<file path="src/rtl/risc_pkg.sv">
// Shared core types: memory access sizes and load/store unit state.
// Also provides the access-size to byte-count helper.
package risc_pkg;

    typedef enum logic [1:0] {
        BYTE      = 2'd0,
        HALF_WORD = 2'd1,
        WORD      = 2'd2
    } mem_size_t;

    typedef enum logic [1:0] {
        IDLE   = 2'd0,
        ACCESS = 2'd1,
        SPLIT  = 2'd2
    } lsu_state_t;

    function automatic logic [2:0] size_bytes(mem_size_t s);
        logic [2:0] n;
        unique case (s)
            BYTE:      n = 3'd1;
            HALF_WORD: n = 3'd2;
            default:   n = 3'd4;
        endcase
        return n;
    endfunction

endpackage

</file>
<file path="src/rtl/lsu_load_extend.sv">
// Sign/zero extension of raw little-endian load bytes to 32 bits.
module lsu_load_extend
    import risc_pkg::*;
(
    input  logic [31:0] raw_i,
    input  mem_size_t   size_i,
    input  logic        zero_extend_i,
    output logic [31:0] data_o
);

    always_comb begin
        data_o = raw_i;
        unique case (size_i)
            BYTE:
                data_o = {{24{raw_i[7] & ~zero_extend_i}}, raw_i[7:0]};
            HALF_WORD:
                data_o = {{16{raw_i[15] & ~zero_extend_i}}, raw_i[15:0]};
            default:
                data_o = raw_i;
        endcase
    end

endmodule

</file>
<file path="src/rtl/load_store_unit.sv">
// Data-memory initiator: range check, misalignment trap or byte split.
// Split mode is enabled by defining LSU_MISALIGN_SPLIT_EN.
module load_store_unit
    import risc_pkg::*;
#(
    parameter int ADDR_WIDTH = 16
) (
    input  logic        clk,
    input  logic        rst,
    input  logic        req_valid,
    output logic        req_ready,
    input  logic        req_wr_en,
    input  mem_size_t   req_size,
    input  logic        req_zero_extend,
    input  logic [31:0] req_addr,
    input  logic [31:0] req_wr_data,
    output logic        rsp_valid,
    output logic [31:0] rsp_rd_data,
    output logic        rsp_fault,
    output logic        rsp_misaligned,
    output logic        dmem_req,
    output logic        dmem_wr_en,
    output logic        dmem_zero_extend,
    output mem_size_t   dmem_data_size,
    output logic [31:0] dmem_addr,
    output logic [31:0] dmem_wr_data,
    input  logic [31:0] dmem_rd_data
);

    lsu_state_t  state_q, state_d;
    logic [31:0] addr_q, wdata_q;
    mem_size_t   size_q;
    logic        wr_en_q, zext_q, fault_q, mis_q;

    logic        accept;
    logic [32:0] last_byte;
    logic        req_fault, req_mis;
    logic        split_last, done, rd_ok;
    logic [31:0] ext_raw, ext_data;

    logic        rsp_valid_q, rsp_fault_q, rsp_mis_q;
    logic        rsp_valid_d, rsp_fault_d, rsp_mis_d;
    logic [31:0] rsp_rd_data_q, rsp_rd_data_d;

    assign req_ready = (state_q == IDLE);
    assign accept    = req_valid && req_ready;

    // 33-bit sum so that a 32-bit address wrap counts as out of range
    assign last_byte = {1'b0, req_addr}
                     + {30'd0, size_bytes(req_size)} - 33'd1;
    assign req_fault = last_byte >= (33'd1 << ADDR_WIDTH);
    assign req_mis   = (req_size == HALF_WORD && req_addr[0])
                     || (req_size == WORD && req_addr[1:0] != 2'b00);

`ifdef LSU_MISALIGN_SPLIT_EN
    logic [1:0]  cnt_q, cnt_d;
    logic [31:0] buf_q, assembled;
    logic [2:0]  nbytes;

    assign nbytes     = size_bytes(size_q) - 3'd1;
    assign split_last = (cnt_q == nbytes[1:0]);

    always_comb begin
        assembled = buf_q;
        assembled[{cnt_q, 3'b000} +: 8] = dmem_rd_data[7:0];
    end

    assign ext_raw = (state_q == SPLIT) ? assembled : dmem_rd_data;

    always_comb begin
        cnt_d = cnt_q;
        if (accept)
            cnt_d = 2'd0;
        else if (state_q == SPLIT)
            cnt_d = cnt_q + 2'd1;
    end

    always_ff @(posedge clk or posedge rst) begin
        if (rst) begin
            cnt_q <= 2'd0;
            buf_q <= 32'd0;
        end else begin
            cnt_q <= cnt_d;
            if (accept)
                buf_q <= 32'd0;
            else if (state_q == SPLIT)
                buf_q <= assembled;
        end
    end
`else
    assign split_last = 1'b1;
    assign ext_raw    = dmem_rd_data;
`endif

    lsu_load_extend u_ext (
        .raw_i         (ext_raw),
        .size_i        (size_q),
        .zero_extend_i (zext_q),
        .data_o        (ext_data)
    );

    always_ff @(posedge clk or posedge rst) begin
        if (rst)
            state_q <= IDLE;
        else
            state_q <= state_d;
    end

    always_comb begin
        state_d = state_q;
        unique case (state_q)
            IDLE: begin
                if (accept) begin
`ifdef LSU_MISALIGN_SPLIT_EN
                    state_d = (req_mis && !req_fault) ? SPLIT : ACCESS;
`else
                    state_d = ACCESS;
`endif
                end
            end
            ACCESS:  state_d = IDLE;
            SPLIT:   if (split_last) state_d = IDLE;
            default: state_d = IDLE;
        endcase
    end

    always_comb begin
        dmem_req         = 1'b0;
        dmem_wr_en       = 1'b0;
        dmem_zero_extend = 1'b0;
        dmem_data_size   = BYTE;
        dmem_addr        = 32'd0;
        dmem_wr_data     = 32'd0;
        unique case (state_q)
            ACCESS: begin
                if (!fault_q && !mis_q) begin
                    dmem_req         = 1'b1;
                    dmem_wr_en       = wr_en_q;
                    dmem_zero_extend = zext_q;
                    dmem_data_size   = size_q;
                    dmem_addr        = addr_q;
                    dmem_wr_data     = wdata_q;
                end
            end
`ifdef LSU_MISALIGN_SPLIT_EN
            SPLIT: begin
                dmem_req         = 1'b1;
                dmem_wr_en       = wr_en_q;
                dmem_zero_extend = 1'b1;
                dmem_data_size   = BYTE;
                dmem_addr        = addr_q + {30'd0, cnt_q};
                dmem_wr_data     = {24'd0, wdata_q[{cnt_q, 3'b000} +: 8]};
            end
`endif
            default: ;
        endcase
    end

    always_ff @(posedge clk or posedge rst) begin
        if (rst) begin
            addr_q  <= 32'd0;
            wdata_q <= 32'd0;
            size_q  <= BYTE;
            wr_en_q <= 1'b0;
            zext_q  <= 1'b0;
            fault_q <= 1'b0;
            mis_q   <= 1'b0;
        end else if (accept) begin
            addr_q  <= req_addr;
            wdata_q <= req_wr_data;
            size_q  <= req_size;
            wr_en_q <= req_wr_en;
            zext_q  <= req_zero_extend;
            fault_q <= req_fault;
            mis_q   <= req_mis;
        end
    end

    assign done  = (state_q == ACCESS) || (state_q == SPLIT && split_last);
    assign rd_ok = !wr_en_q && !fault_q && (state_q == SPLIT || !mis_q);

    always_comb begin
        rsp_valid_d   = done;
        rsp_fault_d   = (state_q == ACCESS) && fault_q;
`ifdef LSU_MISALIGN_SPLIT_EN
        rsp_mis_d     = 1'b0;
`else
        rsp_mis_d     = (state_q == ACCESS) && mis_q && !fault_q;
`endif
        rsp_rd_data_d = (done && rd_ok) ? ext_data : 32'd0;
    end

    always_ff @(posedge clk or posedge rst) begin
        if (rst) begin
            rsp_valid_q   <= 1'b0;
            rsp_fault_q   <= 1'b0;
            rsp_mis_q     <= 1'b0;
            rsp_rd_data_q <= 32'd0;
        end else begin
            rsp_valid_q   <= rsp_valid_d;
            rsp_fault_q   <= rsp_fault_d;
            rsp_mis_q     <= rsp_mis_d;
            rsp_rd_data_q <= rsp_rd_data_d;
        end
    end

    assign rsp_valid      = rsp_valid_q;
    assign rsp_fault      = rsp_fault_q;
    assign rsp_misaligned = rsp_mis_q;
    assign rsp_rd_data    = rsp_rd_data_q;

endmodule

</file>
<file path="config.mk">
export PLATFORM = sky130hd
export DESIGN_NAME = load_store_unit
export DESIGN_NICKNAME = d
export VERILOG_FILES = /design/src/rtl/risc_pkg.sv /design/src/rtl/lsu_load_extend.sv /design/src/rtl/load_store_unit.sv
export SDC_FILE = /design/constraint.sdc
export NUM_CORES = 1
export LEC_CHECK = 0
export BUFFER_PORTS_ARGS = -buffer_cell sky130_fd_sc_hd__buf_2
export CORE_MARGIN = 2
export CORE_UTILIZATION = 30
export DETAILED_ROUTE_END_ITERATION = 8
export GPL_TIMING_DRIVEN = 0
export HOLD_SLACK_MARGIN = 0.1
export PLACE_DENSITY = 0.53
export RECOVER_POWER = 100
export SLEW_MARGIN = 20
export SYNTH_ARGS = -nofsm -noshare
export SYNTH_HDL_FRONTEND = slang
export SYNTH_SLANG_ARGS = --single-unit
export TNS_END_PERCENT = 10
</file>
<file path="constraint.sdc">
create_clock -name clk -period 5.65 [get_ports clk]
set_input_delay 0.8475 -clock clk [delete_from_list [all_inputs] [get_ports clk]]
set_output_delay 0.8475 -clock clk [all_outputs]
set_load 0.1 [all_outputs]
</file>
==> results.toml <==
[grt]
grtUsageTotal_pct = 15.85
grt_max_degree = 64
grt_pass1_wl_um = 27570
antenna_found_initial = 0
gr-total-overflow = 0
grt_pass1_vias = 5133

[synthesis]
yosysSeqAreaShare_pct = 43.12
synth_area_leader_cell = "dfrtp_1"
synthesis.area_um2 = 6152
synth_area_leaders = "dfrtp_1, mux2_2, and2_1, ha_1, a21oi_1"
synthFlopType = "dfrtp_1"
synth.avg_cell_area_um2 = 9.875
synthCells = 623
synth_top_area_share_pct = 43.12
synth_edf_count = 0
postSynth.asyncResetShare_pct = 100.0
mappedNetlistNets = 761
ys_ff_latch = 106
ys_types = 61
yosys_warnings = 0

[power_and_ir_drop]
leakage_nw = 3.642
peakVddDrop_uv = 160.8
p_total_w = 0.001942
powerDensity_nw_per_um2 = 250.6

[hold_path]
min_to = "rsp_valid$_DFF_PP0_"
min-delay-path-class = "reg -> reg"
min_from = "state_q[0]$_DFFE_PP0P_"
hold_depth = 0

[timing]
fmax_mhz = 220.5
maxSlewHeadroom_pct = -36.31
drv_slew = 44
worst_pin_slew_ns = 2.033
setup_viol = 0
tns_ns = 0
rsz0062_at_grt = "false"
min_period_ns = 4.534
hold_viol = 0
clock_skew_ns = 0.01450
post-route-period-util_pct = 80.25

[floorplan]
coreArea_um2 = 20170
core.rowCount = 52
die_h_um = 147.2
start_util_pct = 30.50
die_w_um = 147.2
ios = 208
dieArea_um2 = 21670

[final_layout]
drive_gt1_share_pct = 25.03
diodes = 0
syn_to_final_growth_pct = 25.95
nNetsFinal = 980
mostFrequentLayoutCells = "clkbuf_1, buf_2, dfrtp_1, and2_1, mux2_2"
n_fill_cell = 2142
final_common_cell = "clkbuf_1"

[clock_tree]
path_clk_slew_ns = 0.09
cts_hold_buf = 0
htree_levels = 3
clk_path_buf_depth = 2
cts_buffers = 9
cts_tree = "done"
worst_skew_pair.late_latency_ns = 0.37
cts-resized-gates = 0
post-cts-setup-buffers = 0
clock-root-buffer = "clkbuf_16"
cts.sinks = 106

[route]
viasPerCell = 4.730
first_pass_iters = 5
postRouteAntennaNets = 0
wirelength_um = 17340
first_iter_violations = 206
vias = 5283
avgRoutedWirePerCell_um = 15.53
drc = 0

[placement]
dp_hpwl_um = 13170
gp_congestion = 0.8156
port_buffers = 207

[worst_setup_path]
r2r-end = "fault_q$_DFFE_PP0P_"
arrival_ns = 3.69
path_class = "reg -> out"
path_common_cell = "clkbuf_1"
r2r-start = "state_q[0]$_DFFE_PP0P_"
critPathSlowestCell = "nor3_1"
startpoint_type = "flop"
crit_path_max_fanout = 10
crit_required_ns = 4.80
cp-end-kind = "output port"
reg2reg_slack_ns = 2.83
r2r_cells = 9
critical-path-max-stage-delay_ns = 0.95
cp_cell_sequence = "inv_1, nor3_1, clkbuf_1, clkbuf_1, and2_1, clkbuf_1"

[status]
violations = "capacitance limit, slew limit"
status = "finished with violations"

[run]
maxCapViolCount = 1
[cell type report]
class	count	area [um^2]	share of cell area (%)
timing repair buffer	208	943.4	12.18
inverter	66	249.0	3.213
multi-input combinational	423	3142	40.55
clock buffer	9	225.2	2.907
buffer	28	110.1	1.421
tap	270	337.8	4.360
clock inverter	7	88.84	1.146
sequential	106	2653	34.23
[kinds of logic after synthesis]
| logic type | share of synthesized area (%) |
|---|---|
| AO/OA/AOI/OAI | 14.52 |
| XOR/XNOR | 0.5696 |
| adder cells (fa/ha/maj) | 7.240 |
| buffers and inverters | 5.817 |
| flip-flops | 43.12 |
| multiplexers | 13.12 |
| AND/OR/NAND/NOR | 15.62 |
[critical path: cells and delay by family (launching register included)]
| kind | cells | cell delay (ns) |
|---|---|---|
| buffers and inverters | 4 | 1.80 |
| AND/OR/NAND/NOR | 2 | 1.13 |
| flip-flops | 1 | 0.40 |
[through the flow]
| step | util (%) | hold slack [ns] | instances | setup WS (ns) | area [um^2] |
|---|---|---|---|---|---|
| 5_1_grt | 38.42 | 0.4417 | 1117 | 0.7859 | 7749 |
| 3_3_place_gp | 37.31 | 0.4170 | 1100 | 0.4348 | 7526 |
| 3_5_place_dp | 37.53 | 0.4192 | 1101 | 1.641 | 7570 |
| 6_report | 38.42 | 0.4440 | 1117 | 1.116 | 7749 |
| 4_1_cts | 39.09 | 0.4389 | 1117 | 1.656 | 7884 |
| 2_1_floorplan | - | 0.3870 | 623 | 1.590 | 6152 |
[registers in the layout, indices dropped and copies added, names as in the netlist, 2 cells and up]
signal and cells:
addr_q 32, rsp_rd_data 32, size_q 2, wdata_q 32
[synthesized netlist by cell type, types with 2 or more instances]
library cell	count
inv_1	66
a32oi_1	2
mux2_2	69
nand4b_1	2
nor3_1	6
nand2_1	19
buf_2	4
nor3b_1	3
mux2i_1	3
nor2_1	20
clkbuf_1	24
o21bai_1	3
a211oi_1	2
dfrtp_1	106
nor4_1	4
o21ai_0	29
xnor2_1	3
o2111ai_1	3
o21ai_1	6
and2_1	78
nor2b_1	5
ha_1	34
a21o_1	8
nand3_1	8
a41oi_1	2
or3_1	2
a2bb2oi_1	2
o22ai_1	2
nand4_1	5
nand3b_1	2
a31oi_1	3
o21a_1	4
nand2b_1	3
a21oi_1	60
o211ai_1	5
[how the worst max path moves through the flow]
| stage | start | end | slack (ns) | depth (start not counted) |
|---|---|---|---|---|
| after floorplan | state_q[0]$_DFFE_PP0P_ | dmem_addr[21] | 1.59 | 4 |
| after global placement | rst | addr_q[10]$_DFFE_PP0P_ | 0.43 | 2 |
| after detailed placement | req_size[1] | fault_q$_DFFE_PP0P_ | 1.64 | 15 |
| after CTS | state_q[0]$_DFFE_PP0P_ | dmem_addr[13] | 1.66 | 6 |
| after global routing | state_q[0]$_DFFE_PP0P_ | dmem_addr[11] | 0.79 | 6 |
| final | state_q[0]$_DFFE_PP0P_ | dmem_addr[11] | 1.12 | 6 |
[report_power, final]
part           internal [W]  switching [W]  leakage (nW)
Clock              0.000324       0.000356         0.153
Combinational      0.000180       0.000215          2.17
Sequential         0.000833      0.0000345          1.31
[routing by layer]
layer  GRT usage, %  vias up  routed length, um
li1               -     2601                  -
met1          21.88     2516               8249
met2          25.44      148               8036
met3          2.857       18                748
met4          4.712        0                307
met5              0        -                  0
Note: power is estimated with default switching activity, not from simulation.
